===== src/rtl/serial_adder.sv =====
// Bit-serial adder/subtractor: one full-adder cell and a carry flip-flop walk
// the operands LSB first, committing s/c/v once every bit has been processed.
module serial_adder #(
  parameter int WIDTH = 8
) (
  input  logic             clk,
  input  logic             rst,
  input  logic             start,
  input  logic [WIDTH-1:0] a,
  input  logic [WIDTH-1:0] b,
  input  logic             cin,
  input  logic             sub,
  output logic             busy,
  output logic             done,
  output logic [WIDTH-1:0] s,
  output logic             c,
  output logic             v
);

  localparam int CW = $clog2(WIDTH);
  localparam logic [CW-1:0] LAST   = CW'(WIDTH - 1);
  localparam logic [CW-1:0] PENULT = CW'(WIDTH - 2);

  typedef enum logic [1:0] {IDLE, RUN, DONE} state_t;

  state_t           state_q;
  logic [CW-1:0]    cnt_q;
  logic [WIDTH-1:0] opA_q, opB_q;
  logic [WIDTH-2:0] res_q;
  logic             carry_q, cmsb_q;
  logic [WIDTH-1:0] s_q;
  logic             c_q, v_q, busy_q, done_q;

  logic             sumBit, carry_d;
  logic [WIDTH-1:0] res_d;

  // res_d is the partial result with the current bit shifted in; on the last
  // bit it is the complete sum, so it feeds both the shift and the commit.
  assign sumBit  = opA_q[0] ^ opB_q[0] ^ carry_q;
  assign carry_d = (opA_q[0] & opB_q[0]) | (opA_q[0] & carry_q) | (opB_q[0] & carry_q);
  assign res_d   = {sumBit, res_q};

  always_ff @(posedge clk or posedge rst) begin
    if (rst) begin
      state_q <= IDLE;
      cnt_q   <= '0;
      opA_q   <= '0;
      opB_q   <= '0;
      res_q   <= '0;
      carry_q <= 1'b0;
      cmsb_q  <= 1'b0;
      s_q     <= '0;
      c_q     <= 1'b0;
      v_q     <= 1'b0;
      busy_q  <= 1'b0;
      done_q  <= 1'b0;
    end else begin
      case (state_q)
        IDLE: begin
          done_q <= 1'b0;
          // Subtraction is a + ~b + 1; a borrow-in cancels that +1.
          if (start) begin
            opA_q   <= a;
            opB_q   <= sub ? ~b : b;
            carry_q <= cin ^ sub;
            cnt_q   <= '0;
            busy_q  <= 1'b1;
            state_q <= RUN;
          end
        end
        RUN: begin
          opA_q   <= opA_q >> 1;
          opB_q   <= opB_q >> 1;
          res_q   <= res_d[WIDTH-1:1];
          carry_q <= carry_d;
          if (cnt_q == PENULT) cmsb_q <= carry_d;
          // Overflow is the carry into the sign bit disagreeing with the carry out of it.
          if (cnt_q == LAST) begin
            s_q     <= res_d;
            c_q     <= carry_d;
            v_q     <= cmsb_q ^ carry_d;
            busy_q  <= 1'b0;
            done_q  <= 1'b1;
            state_q <= DONE;
          end else begin
            cnt_q <= cnt_q + 1'b1;
          end
        end
        DONE: begin
          done_q  <= 1'b0;
          state_q <= IDLE;
        end
        default: state_q <= IDLE;
      endcase
    end
  end

  assign busy = busy_q;
  assign done = done_q;
  assign s    = s_q;
  assign c    = c_q;
  assign v    = v_q;

endmodule


===== config.mk =====
export PLATFORM = sky130hd
export DESIGN_NAME = serial_adder
export DESIGN_NICKNAME = d
export VERILOG_FILES = /design/src/rtl/serial_adder.sv
export SDC_FILE = /design/constraint.sdc
export NUM_CORES = 1
export LEC_CHECK = 0
export CORE_MARGIN = 4
export CORE_UTILIZATION = 48
export DETAILED_ROUTE_END_ITERATION = 6
export HOLD_SLACK_MARGIN = 0.08
export PLACE_DENSITY = 0.84
export SLEW_MARGIN = 0
export SYNTH_ARGS = -nofsm -noshare
export SYNTH_HDL_FRONTEND = slang
export SYNTH_SLANG_ARGS = --single-unit

===== constraint.sdc =====
create_clock -name clk -period 1.7 [get_ports clk]
set_clock_uncertainty 0.1 [all_clocks]
set_input_delay 0.34 -clock clk [delete_from_list [all_inputs] [get_ports clk]]
set_output_delay 0.34 -clock clk [all_outputs]
set_load 0.03 [all_outputs]

## Word-level counts from Yosys, hierarchy flattened

Cells that the tools add are included.

- Add/sub/neg operators: 1
- $mul: 0
- Divide/modulo/power cells: 0
- Order comparisons: 0
- Equality and inequality tests: 7
- Shift operators: 0
- Muxes and demuxes: 18
- Bitwise logic cells: 10
- Reduce and logical (&&, ||, !) cells: 11

Operators by type and width:

| cell | count |
|---|---|
| one-hot mux 8 bit (2 select lines) | 2 |
| two-way mux 8 bit | 3 |
| AND reduction 2 bit | 5 |
| NOT 8 bit | 1 |
| equality test 3 bit (second input constant) | 2 |
| two-way mux 3 bit | 2 |
| != test 2 bit (second input constant) | 3 |
| one-hot mux 1 bit (2 select lines) | 3 |
| one-hot mux 3 bit (2 select lines) | 1 |
| AND reduction 3 bit | 2 |
| two-way mux 1 bit | 4 |
| two-way mux 2 bit | 2 |
| one-hot mux 2 bit (2 select lines) | 1 |
| nonzero test 2 bit | 2 |
| bitwise XOR 1 bit | 4 |
| adder 3 x 1 -> 3 bit (second input constant) | 1 |
| bitwise AND 1 bit | 3 |
| equality test 2 x 1 -> 1 bit (second input constant) | 1 |
| equality test 2 bit (second input constant) | 1 |
| logical NOT 2 bit | 1 |
| OR 1 bit | 2 |
| OR reduction 2 bit | 1 |

- Bits in registers: 42
- Latch bits: 0
- RAM bits: 0
- Memory bits (read-only): 0
- Bits of input ports: 21
- Output and inout port bits: 12
- Logic and storage cells: 59
- Memories: 0

## Logic depth before layout (Yosys ltp)

Gate-level depths: netlist of the first run.

- Word-level depth: 4
- Depth in mapped cells: 6
- Mapped depth without buffers: 5

## Least setup slack after synthesis of the first run

No wires, ideal clock.

- Path kind: register -> register
- Start: register cnt_q[1]
- End: register c_q, in the netlist c
- Library setup time: 0.125 ns
- Arrival: 1.489 ns
- Data required time: 1.475 ns
- Setup slack: -0.014 ns
- Cell stages (with the launch flop): 6
- Path buffers: 1
- Clock period less this slack: 1.714 ns
- Cell sequence: dfrtp_1 > ha_1 > ha_1 > nand3b_4 > buf_2 > mux2_2

- Word-level cells in the longest chain between the ends: 2

Ends and longest elaborated chain:

| element | line | text |
|---|---|---|
| start: declaration | 27 | `logic [CW-1:0] cnt_q;` |
| start signal: assignment | 86 | `cnt_q <= cnt_q + 1'b1;` |
| equality test 3 bit | 78 | `if (cnt_q == LAST) begin` |
| AND reduction 2 bit (no line) | n/a |  |
| end signal: assignment | 80 | `c_q <= carry_d;` |
| end: declaration | 32 | `logic c_q, v_q, busy_q, done_q;` |

No other way between the ends.
A chain may end at the register's enable or synchronous reset.

## Final worst setup path of the first run

- Start: register cnt_q[1]
- End: register s_q[4], in the netlist s[4]

- Word-level cells in the longest chain between the ends: 2

Ends and longest elaborated chain:

| element | line | text |
|---|---|---|
| equality test 3 bit | 78 |  |
| AND reduction 2 bit (no line) | n/a |  |
| end signal: assignment | 79 | `s_q <= res_d;` |
| end: declaration | 31 | `logic [WIDTH-1:0] s_q;` |

No other way between the ends.

==> results by group, run 1 <==
Floorplan
  • Die footprint: 5402 µm²
  • IO Pins: 33
  • Placement Rows: 23
  • Die width: 73.50 µm
  • Area of the core: about 4100 µm²
  • Height of the die: 73.50 µm
  • Initial core utilization: about 50%

Route
  • DRT iter0 DRCs: a little under 80
  • Routed vias/inst: 5.524
  • DR vias: 1475
  • Remaining antenna violation count: 0
  • # DRC: 0
  • Final Routed Wirelength: 4039 µm
  • Drt pass-1 iters: 4
  • Routed WL per cell: around 15 µm

STA
  • Minimum clock period: 1.629 ns
  • Least-Margin Pin Slew: 0.3249 ns
  • Max Fclk: 0.6139 GHz
  • Final Hold Vio Count: 0
  • Setup Viol. Count Final: 0
  • RSZ-0062 raised after global routing: false
  • Period utilization: 95.82%
  • Worst setup margin: between 0.07 and 0.08 ns
  • Max-slew violations: 0
  • Relative slew margins: 78.42%

Logic synthesis
  • Synth area leaders: dfrtp_1 (51%), mux2_2 (9.8%), a221o_2 (3.8%)
  • Mapped Cells: around 180
  • Synthesized area: 2059 µm²
  • Post-synth top area cell: dfrtp_1
  • Yosys Warn Count: 0
  • Commonest cells in the netlist: dfrtp_1 (42), mux2_2 (18), inv_1 (13)
  • Post-synth EDFFs: 0
  • Syn_area_per_cell: around 12 µm²
  • Synth cell types: 27
  • Yosys top cell area share: 51.03%
  • Ys flop type: dfrtp_1
  • Most frequent cell after synthesis: dfrtp_1
  • Post-Synthesis Net Count: between 200 and 250
  • Asr flop ratio synth: between 90% and 100%
  • Synth Register Bits: between 40 and 50
  • Sequential area share after synthesis: 51.03%

Min path
  • Hold/Removal Path Class: in2async

Worst setup path
  • Worst R2R End: s[4]$_DFFE_PP0P_
  • Crit path capture type: flop
  • Required @ worst endpoint: between 1.5 and 2 ns
  • CP startpoint kind: flop
  • Worst R2R Start: cnt_q[1]$_DFFE_PP0P_
  • Crit-path max FO: 8
  • Worst Path Arrival: 1.72 ns
  • R2r setup slk: a little over 0.07 ns
  • Crit Path Category: reg2reg
  • Worst reg-to-reg path cell count: 4

Placement
  • Area after DPL: about 2500 µm²
  • Place WS: -0.1123 ns
  • Dpl hpwl: roughly 2700 µm
  • Placer Congestion: 0.7703
  • Port buffer count: 32

Layout
  • Area growth from synthesis to layout: 24.91%
  • Final instance area: around 2600 µm²
  • Antenna cells: 0
  • Area of the multi-input gates: 897.1 µm²
  • Seq. cell area: 1051 µm²
  • Layout cells sized above 1: 23.04%
  • Number of fillers in the final layout: 332
  • Fin nets: 242

Pwr
  • Peak VDD IR: 0.6003 mV
  • Switching Share: 37.41%
  • Sequential power share: 41.3%
  • Clock network fraction of total power: 16.0%
  • Overall Power: 4.080 mW
  • Leakage Power: 1.154 nW
  • Combinational share of power: 42.7%
  • Internal: 2.554 mW
  • Psw: between 1.5 and 2 mW
  • Cell area power density: 1586 nW/µm²

Global route
  • GRT overflow: 0
  • Grt met3 use: 5.062%
  • Total global-route track usage: 15.88%
  • Initial antenna violation count: 0
  • First-pass GRT wire length: 6472 µm
  • Top Usage Layer GRT: met2
  • Met1 Usage GRT: 21.47%
  • Largest net degree at the start of global routing: 43
  • Met2 GRT Util: 23.43%
  • Vias in the first global route: 1403

Clock network
  • TritonCTS Buffers: 5
  • H-tree Lvls: 2
  • CTS Buffer Depth: 2
  • CTS tree: yes
  • Clk slew on worst S/H paths: 0.08 ns
  • Clock sink total: 42
  • Hold buffer count at cts: 0
  • Clk_lat worst skew: 0.30 ns
  • Root Buffer Master: clkbuf_8

Outcome
  • Status: completed

Job
  • Max cap viols: 0
[per-stage QoR]
stage                     util [%]  TNS, ns  hold WS (ns)  instances
after floorplan                  -        0        0.3650        177
after global placement       60.41  -0.9006        0.3639        257
after detailed placement     60.41   -1.553        0.3712        257
after CTS                    62.25        0        0.2880        265
after global routing         62.95        0        0.3139        267
final                        62.95        0        0.2681        267
[power groups by stage]
stage | Clock, mW | Combinational [mW] | Sequential [mW]
2_1_floorplan | 0 | 1.05 | 1.87
3_3_place_gp | 0 | 1.73 | 1.69
3_5_place_dp | 0 | 1.78 | 1.71
4_1_cts | 0.667 | 1.70 | 1.68
5_1_grt | 0.706 | 1.89 | 1.75
6_report | 0.651 | 1.74 | 1.69
[kinds of logic (layout without fill, tap and decap cells)]
kind of cell             Yosys count  after routing  synth area share, %
AO/OA/AOI/OAI                     50             50                17.80
flip-flops                        42             42                51.03
buffers and inverters             28             67                6.561
AND/OR/NAND/NOR                   23             24                6.622
multiplexers                      19             19                10.33
XOR/XNOR                          10             10                4.253
adder cells (fa/ha/maj)            5              5                3.402
[per-layer routing]
metal,vias to the layer above,share of wire [%]
met5,-,0
met4,0,1.6
met3,8,5.0
met2,34,46
met1,718,48
li1,715,-
[cells in the final DEF (no fill, tap or decap), types with 3 or more instances in the layout]
master           count
dfrtp_1             42
clkdlybuf4s50_1     20
mux2_2              18
inv_1               13
buf_4               13
o21ai_0             12
dlygate4sd2_1       12
nor2b_1             11
xnor2_1              9
a21oi_1              9
o32ai_1              8
a221o_2              7
a22oi_1              7
nand2_1              6
clkbuf_8             5
a22o_1               4
nor2_1               3
ha_1                 3
[area by class of cell]
cell class                 instances  share of cell area, %
inverter                          13                  1.897
multi-input combinational        108                  34.87
clock inverter                     3                 0.8268
sequential                        42                  40.86
clock buffer                       5                  2.675
tap                               50                  2.432
timing repair buffer              46                  16.44
[worst max path at each step]
stage | to | cells after the start | slack (ns) | startpoint
after floorplan | c$_DFFE_PP0P_ | 5 | 0.05 | cnt_q[1]$_DFFE_PP0P_
after global placement | opB_q[0]$_DFFE_PP0P_ | 4 | -0.09 | start
after detailed placement | opA_q[3]$_DFFE_PP0P_ | 6 | -0.11 | start
after CTS | s[5]$_DFFE_PP0P_ | 4 | 0.03 | cnt_q[1]$_DFFE_PP0P_
after global routing | s[4]$_DFFE_PP0P_ | 4 | 0.02 | cnt_q[0]$_DFFE_PP0P_
final | s[4]$_DFFE_PP0P_ | 4 | 0.07 | cnt_q[1]$_DFFE_PP0P_
[what timing repair did]
action | CTS | global route
endpoints found under the setup margin | 12 | 9
gates resized for setup | 12 | 1
pin swaps | 0 | 1
gates cloned | 0 | 1
setup buffers | 0 | 1
[registers in the layout (all words and copies together), names as in the netlist, 2 cells and up]
| name | cells |
|---|---|
| opA_q | 8 |
| opB_q | 8 |
| s | 8 |
| res_q | 7 |
| cnt_q | 3 |
| state_q | 2 |
[critical path: stages (launching register included)]
cell and delay, ns:
dfrtp_1 0.42, ha_1 0.24, ha_4 0.21, nand3b_2 0.19, mux2_2 0.35
Power figures use the tool's default switching activity.
==> run 2, diff against run 1 <==
- CAP_MARGIN: unset -> 30
- SLEW_MARGIN: 0 -> 40
==> results of run 2 <==
No change in the layout: final DEF, timing and power equal those of run 1.
==> run 3, diff against run 2 <==
- CORE_MARGIN: 4 -> unset
==> results by group, run 3 (synthesis gave the netlist of run 1 again) <==
Worst setup path
  • Crit-path max FO: 12
  • Crit path capture type: flop
  • Worst reg-to-reg path cell count: 4
  • Required @ worst endpoint: around 1.8 ns
  • CP startpoint kind: flop
  • Worst Path Arrival: 1.69 ns
  • Worst Setup SP: cnt_q[1]$_DFFE_PP0P_
  • Worst R2R Start: cnt_q[1]$_DFFE_PP0P_
  • R2r setup slk: 0.09 ns
  • Worst R2R End: c$_DFFE_PP0P_
  • Crit Path Category: reg2reg
  • Setup crit end: c$_DFFE_PP0P_

STA
  • Minimum clock period: roughly 1.6 ns
  • Max Fclk: 0.6219 GHz
  • RSZ-0062 raised after global routing: false
  • Max-slew violations: 0
  • Worst setup margin: 0.09201 ns
  • Period utilization: 94.59%
  • Setup Viol. Count Final: 0
  • Least-Margin Pin Slew: 0.3131 ns
  • Relative slew margins: 79.21%
  • Final Hold Vio Count: 0

Pwr
  • Overall Power: 4.056 mW
  • Leakage Power: roughly 1.2 nW
  • Peak VDD IR: approximately 0.85 mV
  • Cell area power density: about 1600 nW/µm²

Route
  • Routed WL per cell: between 10 and 15 µm
  • Routed vias/inst: 5.534
  • Drt pass-1 iters: 4
  • Final Routed Wirelength: 3848 µm
  • # DRC: 0
  • DRT iter0 DRCs: between 80 and 90
  • Remaining antenna violation count: 0
  • DR vias: between 1000 and 1500

Global route
  • First-pass GRT wire length: 6451 µm
  • Largest net degree at the start of global routing: 43
  • Top Usage Layer GRT: met2
  • Initial antenna violation count: 0
  • Met2 GRT Util: a little under a third
  • Met1 Usage GRT: 25.66%
  • Grt met3 use: 5.068%
  • Total global-route track usage: 19.44%
  • Vias in the first global route: 1370
  • GRT overflow: 0

Floorplan
  • Area of the core: approximately 4000 µm²
  • Placement Rows: 23
  • Height of the die: between 60 and 70 µm
  • Die width: 67.50 µm
  • Initial core utilization: 50.76%
  • IO Pins: 33
  • Die footprint: 4556 µm²

Layout
  • Seq. cell area: about 1100 µm²
  • Number of fillers in the final layout: approximately 300
  • Layout cells sized above 1: 22.69%
  • Fin nets: approximately 240
  • Area growth from synthesis to layout: 25.58%
  • Area of the multi-input gates: 885.9 µm²
  • Most common cell after layout, fill and taps aside: dfrtp_1
  • Antenna cells: 0
  • Most frequent cells in the layout: dfrtp_1 (42), clkdlybuf4s50_1 (20), mux2_2 (18), inv_1 (13)

Clock network
  • Clk slew on worst S/H paths: 0.08 ns
  • CTS Buffer Depth: 2
  • Hold buffer count at cts: 0
  • CTS tree: yes
  • TritonCTS Buffers: 5
  • Clk_lat worst skew: 0.29 ns
  • Clock sink total: 42
  • Root Buffer Master: clkbuf_8
  • H-tree Lvls: 2

Job
  • Max cap viols: 0

Placement
  • Port buffer count: 32
  • Placer Congestion: 0.7925
  • Place WS: -0.1181 ns
  • Dpl hpwl: 2709 µm

Min path
  • Hold/Removal Path Class: in2async

Outcome
  • Status: completed
run 3: changes by cell type in the layout (fill, tap and decap cells not counted), sizes merged:
cell and delta:
nand3b -1
run 3: timing repair:
item                                    4_1_cts  5_1_grt
hold endpoints to repair                      0        0
resized for setup                            12        1
endpoints found under the setup margin       12       10
pin swaps                                     0        1
setup buffers                                 0        2
run 3: metal layers:
metal | up-vias | part of all wire [%]
met5 | - | 0
met4 | 0 | 1.4
met3 | 5 | 3.4
met2 | 34 | 49
met1 | 726 | 46
li1 | 707 | -
run 3: worst min-delay path by stage:
stage	slack, ns	start	end	cells past startpoint
global placement	0.37	v$_DFFE_PP0P_	v$_DFFE_PP0P_	2
floorplan	0.37	opB_q[7]$_DFFE_PP0P_	opB_q[7]$_DFFE_PP0P_	2
finish	0.29	rst	s[4]$_DFFE_PP0P_	3
detailed placement	0.37	v$_DFFE_PP0P_	v$_DFFE_PP0P_	2
global route	0.34	rst	s[4]$_DFFE_PP0P_	3
CTS	0.30	rst	s[4]$_DFFE_PP0P_	3
run 3: critical path: stages (launching register included):
cell	delay, ns
dfrtp_1	0.42
ha_1	0.24
ha_4	0.20
nand3b_4	0.17
mux2_2	0.36
run 3: area by class of cell:
class                   instances  area share, %
flip-flops and latches         42          40.64
inverters                      13          1.887
clock buffers                   5          2.661
repair buffers                 46          17.32
clock inverters                 3         0.8224
multi-input cells             107          34.25
well taps                      50          2.419
run 3: power breakdown:
group	internal [mW]	switching (mW)
logic	0.868	0.850
registers	1.40	0.297
clock network	0.288	0.352
total	2.56	1.50
run 3: stage by stage:
stage | utilization (%) | instances | cell area, µm² | hold WS (ns) | TNS (ns)
after floorplan | - | 177 | 2062 | 0.3650 | 0
after global placement | 61.27 | 256 | 2486 | 0.3675 | -0.8925
after detailed placement | 61.27 | 256 | 2486 | 0.3714 | -0.9273
after CTS | 63.12 | 264 | 2561 | 0.2968 | 0
after global routing | 63.74 | 266 | 2586 | 0.3371 | 0
final | 63.74 | 266 | 2586 | 0.2854 | 0
